<file path="config.mk">
export PLATFORM = sky130hd
export DESIGN_NAME = bolme_denetleyici
export DESIGN_NICKNAME = d
export VERILOG_FILES = /design/src/rtl/bolme_denetleyici_pkg.sv /design/src/rtl/bolme_hizli_yol.sv /design/src/rtl/bolme_denetleyici.sv
export SDC_FILE = /design/constraint.sdc
export NUM_CORES = 1
export LEC_CHECK = 0
export CORE_MARGIN = 10
export CORE_UTILIZATION = 43
export CTS_BUF_LIST = sky130_fd_sc_hd__clkbuf_2 sky130_fd_sc_hd__clkbuf_4 sky130_fd_sc_hd__clkbuf_8
export DETAILED_ROUTE_END_ITERATION = 10
export PLACE_DENSITY = 0.76
export SLEW_MARGIN = 0
export SYNTH_ARGS = -nofsm -noshare
export SYNTH_HDL_FRONTEND = slang
export SYNTH_SLANG_ARGS = --single-unit
</file>
<file path="constraint.sdc">
create_clock -name clk_i -period 2.1 [get_ports clk_i]
set_clock_uncertainty 0.05 [all_clocks]
set_input_delay 0.21 -clock clk_i [delete_from_list [all_inputs] [get_ports clk_i]]
set_output_delay 0.21 -clock clk_i [all_outputs]
set_load 0.1 [all_outputs]
</file>
<file path="src/rtl/bolme_denetleyici_pkg.sv">
// bolme_denetleyici_pkg
//   Shared execute-stage definitions for the divide path: integer
//   divide/remainder op codes (the same codes division_unit decodes)
//   and small op-classification helpers.
package bolme_denetleyici_pkg;

    localparam logic [3:0] INT_DIV  = 4'h4;
    localparam logic [3:0] INT_DIVU = 4'h5;
    localparam logic [3:0] INT_REM  = 4'h6;
    localparam logic [3:0] INT_REMU = 4'h7;

    // True for the four op codes this controller is allowed to accept.
    function automatic logic gecerli_islem(input logic [3:0] islem);
        return (islem == INT_DIV)  || (islem == INT_DIVU) ||
               (islem == INT_REM)  || (islem == INT_REMU);
    endfunction

    // True for the signed variants (DIV, REM).
    function automatic logic isaretli(input logic [3:0] islem);
        return (islem == INT_DIV) || (islem == INT_REM);
    endfunction

    // True for quotient-producing ops (DIV, DIVU); false for remainders.
    function automatic logic bolum_mu(input logic [3:0] islem);
        return (islem == INT_DIV) || (islem == INT_DIVU);
    endfunction

endpackage

</file>
<file path="src/rtl/bolme_hizli_yol.sv">
// bolme_hizli_yol
//   Combinational RISC-V divide fast-path resolver.
//   islem   : op code (INT_DIV/DIVU/REM/REMU)
//   bolunen : dividend
//   bolen   : divisor
//   isabet  : 1 when the result is fixed by the ISA without dividing
//   sonuc   : that fixed result (don't-care when isabet = 0)
module bolme_hizli_yol
    import bolme_denetleyici_pkg::*;
#(
    parameter int unsigned VERI_BIT = 32
) (
    input  logic [3:0]          islem,
    input  logic [VERI_BIT-1:0] bolunen,
    input  logic [VERI_BIT-1:0] bolen,
    output logic                isabet,
    output logic [VERI_BIT-1:0] sonuc
);

    localparam logic [VERI_BIT-1:0] EN_KUCUK = {1'b1, {(VERI_BIT-1){1'b0}}};
    localparam logic [VERI_BIT-1:0] EKSI_BIR = '1;

    always_comb begin
        isabet = 1'b0;
        sonuc  = '0;
        if (bolen == '0) begin
            // divide by zero: quotient all-ones, remainder is the dividend
            isabet = 1'b1;
            sonuc  = bolum_mu(islem) ? EKSI_BIR : bolunen;
        end else if (isaretli(islem) && (bolunen == EN_KUCUK) && (bolen == EKSI_BIR)) begin
            // signed overflow: quotient wraps to the dividend, remainder 0
            isabet = 1'b1;
            sonuc  = bolum_mu(islem) ? EN_KUCUK : '0;
        end
    end

endmodule

</file>
<file path="src/rtl/bolme_denetleyici.sv">
// bolme_denetleyici
//   Execute-stage issue/collect controller around division_unit. Accepts
//   one divide/remainder op, resolves divide-by-zero, signed overflow and
//   exact repeats of the last computed op locally, otherwise launches
//   division_unit and waits for bitti. Stalls upstream while busy and
//   holds the result until writeback accepts it.
//   clk_i/rst_i          : clock, async active-low reset
//   gecerli_i..hedef_*_i : issue channel;  durdur_o : upstream stall
//   bolum_*              : division_unit launch/collect channel
//   sonuc_o, hedef_yazmac_o, sonuc_gecerli_o, sonuc_hazir_i : writeback
module bolme_denetleyici
    import bolme_denetleyici_pkg::*;
#(
    parameter int unsigned VERI_BIT   = 32,
    parameter int unsigned YAZMAC_BIT = 5
) (
    input  logic                  clk_i,
    input  logic                  rst_i,
    input  logic                  gecerli_i,
    input  logic [3:0]            islem_i,
    input  logic [VERI_BIT-1:0]   bolunen_i,
    input  logic [VERI_BIT-1:0]   bolen_i,
    input  logic [YAZMAC_BIT-1:0] hedef_yazmac_i,
    output logic                  durdur_o,
    output logic                  bolum_enable_o,
    output logic [3:0]            bolum_islem_o,
    output logic [VERI_BIT-1:0]   bolum_bolunen_o,
    output logic [VERI_BIT-1:0]   bolum_bolen_o,
    input  logic [VERI_BIT-1:0]   bolum_sonuc_i,
    input  logic                  bolum_bitti_i,
    output logic [VERI_BIT-1:0]   sonuc_o,
    output logic [YAZMAC_BIT-1:0] hedef_yazmac_o,
    output logic                  sonuc_gecerli_o,
    input  logic                  sonuc_hazir_i
);

    typedef enum logic [1:0] {
        BOS   = 2'd0,
        HESAP = 2'd1,
        SONUC = 2'd2
    } durum_e;

    durum_e durum, durum_sonraki;

    // latched operation, driven straight to division_unit
    logic [3:0]            islem_q;
    logic [VERI_BIT-1:0]   bolunen_q;
    logic [VERI_BIT-1:0]   bolen_q;
    logic [YAZMAC_BIT-1:0] hedef_q;
    logic [VERI_BIT-1:0]   sonuc_q;

    // reuse store: key and result of the last normal-path operation
    logic                  tekrar_gecerli;
    logic [3:0]            tekrar_islem;
    logic [VERI_BIT-1:0]   tekrar_bolunen;
    logic [VERI_BIT-1:0]   tekrar_bolen;
    logic [VERI_BIT-1:0]   tekrar_sonuc;

    logic                  hizli_isabet;
    logic [VERI_BIT-1:0]   hizli_sonuc;
    logic                  kabul;
    logic                  tekrar_isabet;
    logic                  bitti;

    bolme_hizli_yol #(
        .VERI_BIT (VERI_BIT)
    ) u_hizli_yol (
        .islem   (islem_i),
        .bolunen (bolunen_i),
        .bolen   (bolen_i),
        .isabet  (hizli_isabet),
        .sonuc   (hizli_sonuc)
    );

    assign kabul         = (durum == BOS) && gecerli_i && gecerli_islem(islem_i);
    assign tekrar_isabet = tekrar_gecerli && (islem_i == tekrar_islem) &&
                           (bolunen_i == tekrar_bolunen) && (bolen_i == tekrar_bolen);
    assign bitti         = (durum == HESAP) && bolum_bitti_i;

    always_ff @(posedge clk_i or negedge rst_i) begin
        if (!rst_i) begin
            durum <= BOS;
        end else begin
            durum <= durum_sonraki;
        end
    end

    always_comb begin
        durum_sonraki   = durum;
        durdur_o        = 1'b1;
        bolum_enable_o  = 1'b0;
        sonuc_gecerli_o = 1'b0;
        case (durum)
            BOS: begin
                durdur_o = 1'b0;
                if (kabul) begin
                    durum_sonraki = (hizli_isabet || tekrar_isabet) ? SONUC : HESAP;
                end
            end
            HESAP: begin
                bolum_enable_o = 1'b1;
                if (bolum_bitti_i) begin
                    durum_sonraki = SONUC;
                end
            end
            SONUC: begin
                sonuc_gecerli_o = 1'b1;
                if (sonuc_hazir_i) begin
                    durum_sonraki = BOS;
                end
            end
            default: begin
                durum_sonraki = BOS;
            end
        endcase
    end

    always_ff @(posedge clk_i or negedge rst_i) begin
        if (!rst_i) begin
            islem_q        <= '0;
            bolunen_q      <= '0;
            bolen_q        <= '0;
            hedef_q        <= '0;
            sonuc_q        <= '0;
            tekrar_gecerli <= 1'b0;
            tekrar_islem   <= '0;
            tekrar_bolunen <= '0;
            tekrar_bolen   <= '0;
            tekrar_sonuc   <= '0;
        end else begin
            if (kabul) begin
                islem_q   <= islem_i;
                bolunen_q <= bolunen_i;
                bolen_q   <= bolen_i;
                hedef_q   <= hedef_yazmac_i;
                // fast-path rules take priority over a reuse hit
                if (hizli_isabet) begin
                    sonuc_q <= hizli_sonuc;
                end else if (tekrar_isabet) begin
                    sonuc_q <= tekrar_sonuc;
                end
            end
            if (bitti) begin
                sonuc_q        <= bolum_sonuc_i;
                tekrar_gecerli <= 1'b1;
                tekrar_islem   <= islem_q;
                tekrar_bolunen <= bolunen_q;
                tekrar_bolen   <= bolen_q;
                tekrar_sonuc   <= bolum_sonuc_i;
            end
        end
    end

    assign bolum_islem_o   = islem_q;
    assign bolum_bolunen_o = bolunen_q;
    assign bolum_bolen_o   = bolen_q;
    assign sonuc_o         = sonuc_q;
    assign hedef_yazmac_o  = hedef_q;

endmodule
</file>
==> results.md <==
- The clock network burns 20.8% of the power.
- The largest net degree at the start of global routing is 68.
- For this run, the total global-route usage over all layers was measured as 22.4%.
- The setup path with the least slack is of type register to register.
- Detailed placement ended at an HPWL of 24000 µm.
- The sequential element share of the synthesized area is 55.7%.
- The final count of hold timing violations is 0.
- The count of TritonRoute iterations in the first routing pass is 5.
- The level count of the clock H-tree is 2.
- The sequential fraction of design power is 32.1%.
- TritonCTS built the clock tree.
- The flow ran to the end, but the final reports show violations.
- The adder-cell area share of the yosys netlist is 0%.
- The die extent in y is 167 µm.
- The startpoint of the lowest-slack register-to-register path is tekrar_bolen[16].
- The via count of the first global-routing pass is 8825.
- In this run the cell area of the synthesized design comes to 9350 µm².
- The transition time at the pin with the least slew margin is 0.464 ns.
- The analysis attributes to cell leakage a power of 6.86 nW.
- The min-delay analysis places its worst path in the category input port to async pin.
- The total I/O pin count is 218.
- The worst-path maximum fanout is 6.
- The endpoint of the worst register-to-register path is sonuc_o[2].
- The share of synthesized flip-flops with an asynchronous set or reset is 100%.
- Row generation in the floorplan step produced 53 rows.
- The signal on the critical path passes through xor2_1 > nor4_1 > buf_4 > nand4_1 > nor4_2 > a31o_4 > a21oi_4 > clkbuf_16 > mux2_4.
- Summing all multi-input logic gate instances after layout gives 3960 µm².
- The cell sitting at the root of the clock tree is a clkbuf_8.
- The count of antenna diodes in the layout is 0.
- After synthesis, the largest family of logic cells by area is simple AND/OR/NAND/NOR gates.
- The critical path runs through a total of 9 cells.
- The cell with the largest stage delay on the worst path is dfrtp_1.
- The kind of start point of the critical path is a register.
- The number of nets produced by synthesis is 1130.
- The number of buffers on the longest clock path is 3.
- The net switching power of the design is 9.48 mW.
- The worst-case setup margin in the final layout is -0.336 ns.
- The family of cells with the greatest summed delay on the critical path is simple AND/OR/NAND/NOR gates.
- The residual DRC count is 0.
- The longest individual stage delay on the worst path is 0.39 ns.
- For this run, the post-layout net count is 1455.
- Summing over every cut layer, the via total after detailed routing is 8664.
- The width of the chip is 167 µm.
- The minimum setup slack after placement is -0.822 ns.
- Counting the fill cells in the layout gives 1749.
- The maximum resistive drop on vdd is 0.836 mV.
- The time the worst path needs with I/O delays and setup is 2.44 ns.
- The library cell used most frequently in the layout, excluding fill and tap cells, is nand2_1.
- Setup repair after global routing could not meet its margin everywhere.
- The most critical setup path has its endpoint at sonuc_o[2].
- After Yosys synthesis, and, or, nand and nor cells account for 24.9% of the synthesized area.
- The number of buffers and inverters on the critical path is 2.
- The met3 track demand over resource in global routing is 7.12%.
- The number of buffers added by the clock tree synthesis step is 37.
- The number of enable-type register cells in the synthesized netlist is 0.
- The region available for standard cell placement spans 21200 µm².
- Tracing the worst setup path back leads to its startpoint at tekrar_bolen[16].
- The clock latency at the later pin of the worst-skew pair is 0.53 ns.
- The area growth from synthesis to layout is 43.0%.
- Setup violations remaining at the end of the flow were counted as 33.
- For this run, the leading register cell type out of synthesis is dfrtp_1.
- Summing the areas of all compound-gate instances in the mapped netlist gives 6.57% of the synthesized area.
- The layer flagged by global routing as most heavily used is met2.
- For this run, global-route usage on met1 was measured as 29.2%.
- For this run, global-route usage on met2 was measured as 35.0%.
- The timing-limited maximum frequency is 0.410 GHz.
- STA classifies the critical path endpoint as a register.
- In the final layout, flip-flops and latches occupy 5200 µm².
- Per report_power, the combinational group accounts for 47.1% of the total.
- The total number of yosys warnings is 0.
- The total count of max-transition violations in the final report is 0.
- The share of total power consumed by net switching is 47.6%.
- The post-route netlist has 24.8% of its cells at a drive strength greater than 1.
- Routability-driven placement finished with a final weighted congestion of 0.915.
- The total overflow reported by the global router is 0.
- The count of max-cap constraint violations is 0.
- The starting utilization of the core area is 44.0%.
- The worst path required time is 2.46 ns.
- The worst register-to-register path has a depth of 9.
- Cell internal power was estimated by the tool at 10.4 mW.
- The area of the die is 28000 µm².
- The first global-routing pass estimated 50600 µm of wire.
- Synthesis inferred 208 register bits.
- Of the available clock period, the critical path in the final layout requires 116%.
- Dividing the detail-routed wire length by the instance count gives 20.0 µm.
- The final reports fail on negative setup slack.
- The count of antenna-violating nets left after detailed routing is 0.
- For this block, the initial DRC count from the detailed router was 774.
- Clock tree synthesis found a total of 208 sinks.
- The synthesized area per cell is 9.16 µm².
- Clock-pin slew was measured on the worst setup and hold paths at 0.06 ns.
- The final worst hold slack is 0.138 ns.
- In the final timing run, aggregate negative setup slack is -10.12 ns.
- The worst register-to-register path has a setup slack of -0.34 ns.
- The power per cell area is 1490 nW/µm².
- In this run the tightest slew margin relative to its limit is 69.1%.
- Counting every instance in the synthesized netlist gives 1020.
- The total wire length after detailed routing is 33000 µm.
- The initial antenna violation count is 1.
- The number of buffers added on ports is 217.
- At the worst endpoint, the arrival time is 2.80 ns.
- Dividing the detail-routed via count by the number of cells gives 5.27.
- In the layout the commonest cells are nand2_1, buf_4, dfrtp_1.
- After synthesis, the share of cell area in mux cells is 5.02%.
- The number of distinct library cells after synthesis is 37.
- After Yosys synthesis, XOR and XNOR cells account for 4.97% of the synthesized area.
- The overall power consumption is 19.9 mW.
[routing by layer]
| metal | part of all wire, % | up-vias | wire (µm) |
|---|---|---|---|
| li1 | - | 3983 | - |
| met2 | 46 | 394 | 15300 |
| met5 | 0 | - | 0 |
| met4 | 2.4 | 0 | 798 |
| met3 | 9.6 | 54 | 3150 |
| met1 | 42 | 4233 | 13700 |
[stage by stage]
step / instance area, µm² / instances / utilization, %
6_report: 13400 / 1645 / 63.0
5_1_grt: 13400 / 1645 / 63.0
4_1_cts: 13300 / 1641 / 62.6
3_5_place_dp: 12400 / 1576 / 58.6
3_3_place_gp: 12400 / 1576 / 58.6
2_1_floorplan: 9360 / 1020 / -
[worst reg2reg max path: stages, from the launching register on]
cell and delay (ns):
dfrtp_1 0.39, xor2_1 0.15, nor4_1 0.32, buf_4 0.16, nand4_1 0.11, nor4_2 0.32, a31o_4 0.23, a21oi_4 0.10
clkbuf_16 0.19, mux2_4 0.30
[cell type report]
cell class / count / area share, %
flip-flops and latches: 208 / 39.0
multi-input cells: 748 / 29.7
repair buffers: 335 / 22.3
clock buffers: 60 / 5.52
well taps: 275 / 2.58
clock inverters: 4 / 0.543
inverters: 15 / 0.421
[power by group through the flow]
stage / logic, mW / registers [mW] / clock network (mW)
6_report: 9.38 / 6.39 / 4.15
5_1_grt: 9.84 / 6.54 / 4.39
3_3_place_gp: 9.13 / 6.34 / 0
2_1_floorplan: 2.13 / 10.8 / 0
3_5_place_dp: 9.27 / 6.42 / 0
4_1_cts: 9.35 / 6.37 / 4.20
[how the worst min path moves through the flow]
stage	from	to	cells after the start
2_1_floorplan	rst_i	bolum_bolen_o[0]	0
3_3_place_gp	rst_i	sonuc_o[13]	1
3_5_place_dp	rst_i	sonuc_o[18]	1
4_1_cts	hedef_yazmac_i[2]	hedef_yazmac_o[2]	3
5_1_grt	hedef_yazmac_i[0]	hedef_yazmac_o[0]	3
6_report	rst_i	tekrar_sonuc[13]	2
[what timing repair did]
action,CTS,global route
pin swaps,5,2
hold buffers,1,0
resized for setup,7,6
endpoints found under the setup margin,34,34
cloned,0,2
endpoints found under the hold margin,184,0
setup buffers,0,2
[synthesized netlist by cell type, types with 2 or more instances]
cell	number	area (µm²)
buf_1	5	18.8
buf_2	4	20.0
nand3_1	2	10.0
nor4_1	27	169
buf_6	3	33.8
mux2_4	29	435
inv_2	2	7.51
nor3_1	3	15.0
and2_1	3	18.8
o21ai_1	13	65.1
xnor2_1	13	114
clkbuf_1	37	139
inv_1	12	45.0
and4_1	2	17.5
a2111oi_0	3	26.3
o21ai_0	32	160
nor2_1	4	15.0
a221oi_1	2	17.5
nand2b_1	4	25.0
nor2b_1	14	87.6
nand4_1	16	100
o22ai_1	5	31.3
nand2_1	493	1850
xor2_1	40	350
dfrtp_1	208	5200
o211ai_1	31	233
mux2_1	3	33.8
[cells by family after synthesis]
kind of cell | Yosys count
simple gates | 570
flops | 208
compound gates | 93
buf+inv | 64
xor+xnor | 53
mux | 32
[sequential cells by signal (all words and copies together) (netlist names)]
register         flops
bolum_bolen_o       32
bolum_bolunen_o     32
bolum_islem_o        4
durum                2
hedef_yazmac_o       5
sonuc_o             32
tekrar_bolen        32
tekrar_bolunen      32
tekrar_gecerli       1
tekrar_islem         4
tekrar_sonuc        32
Note: power is estimated with default switching activity, not from simulation.
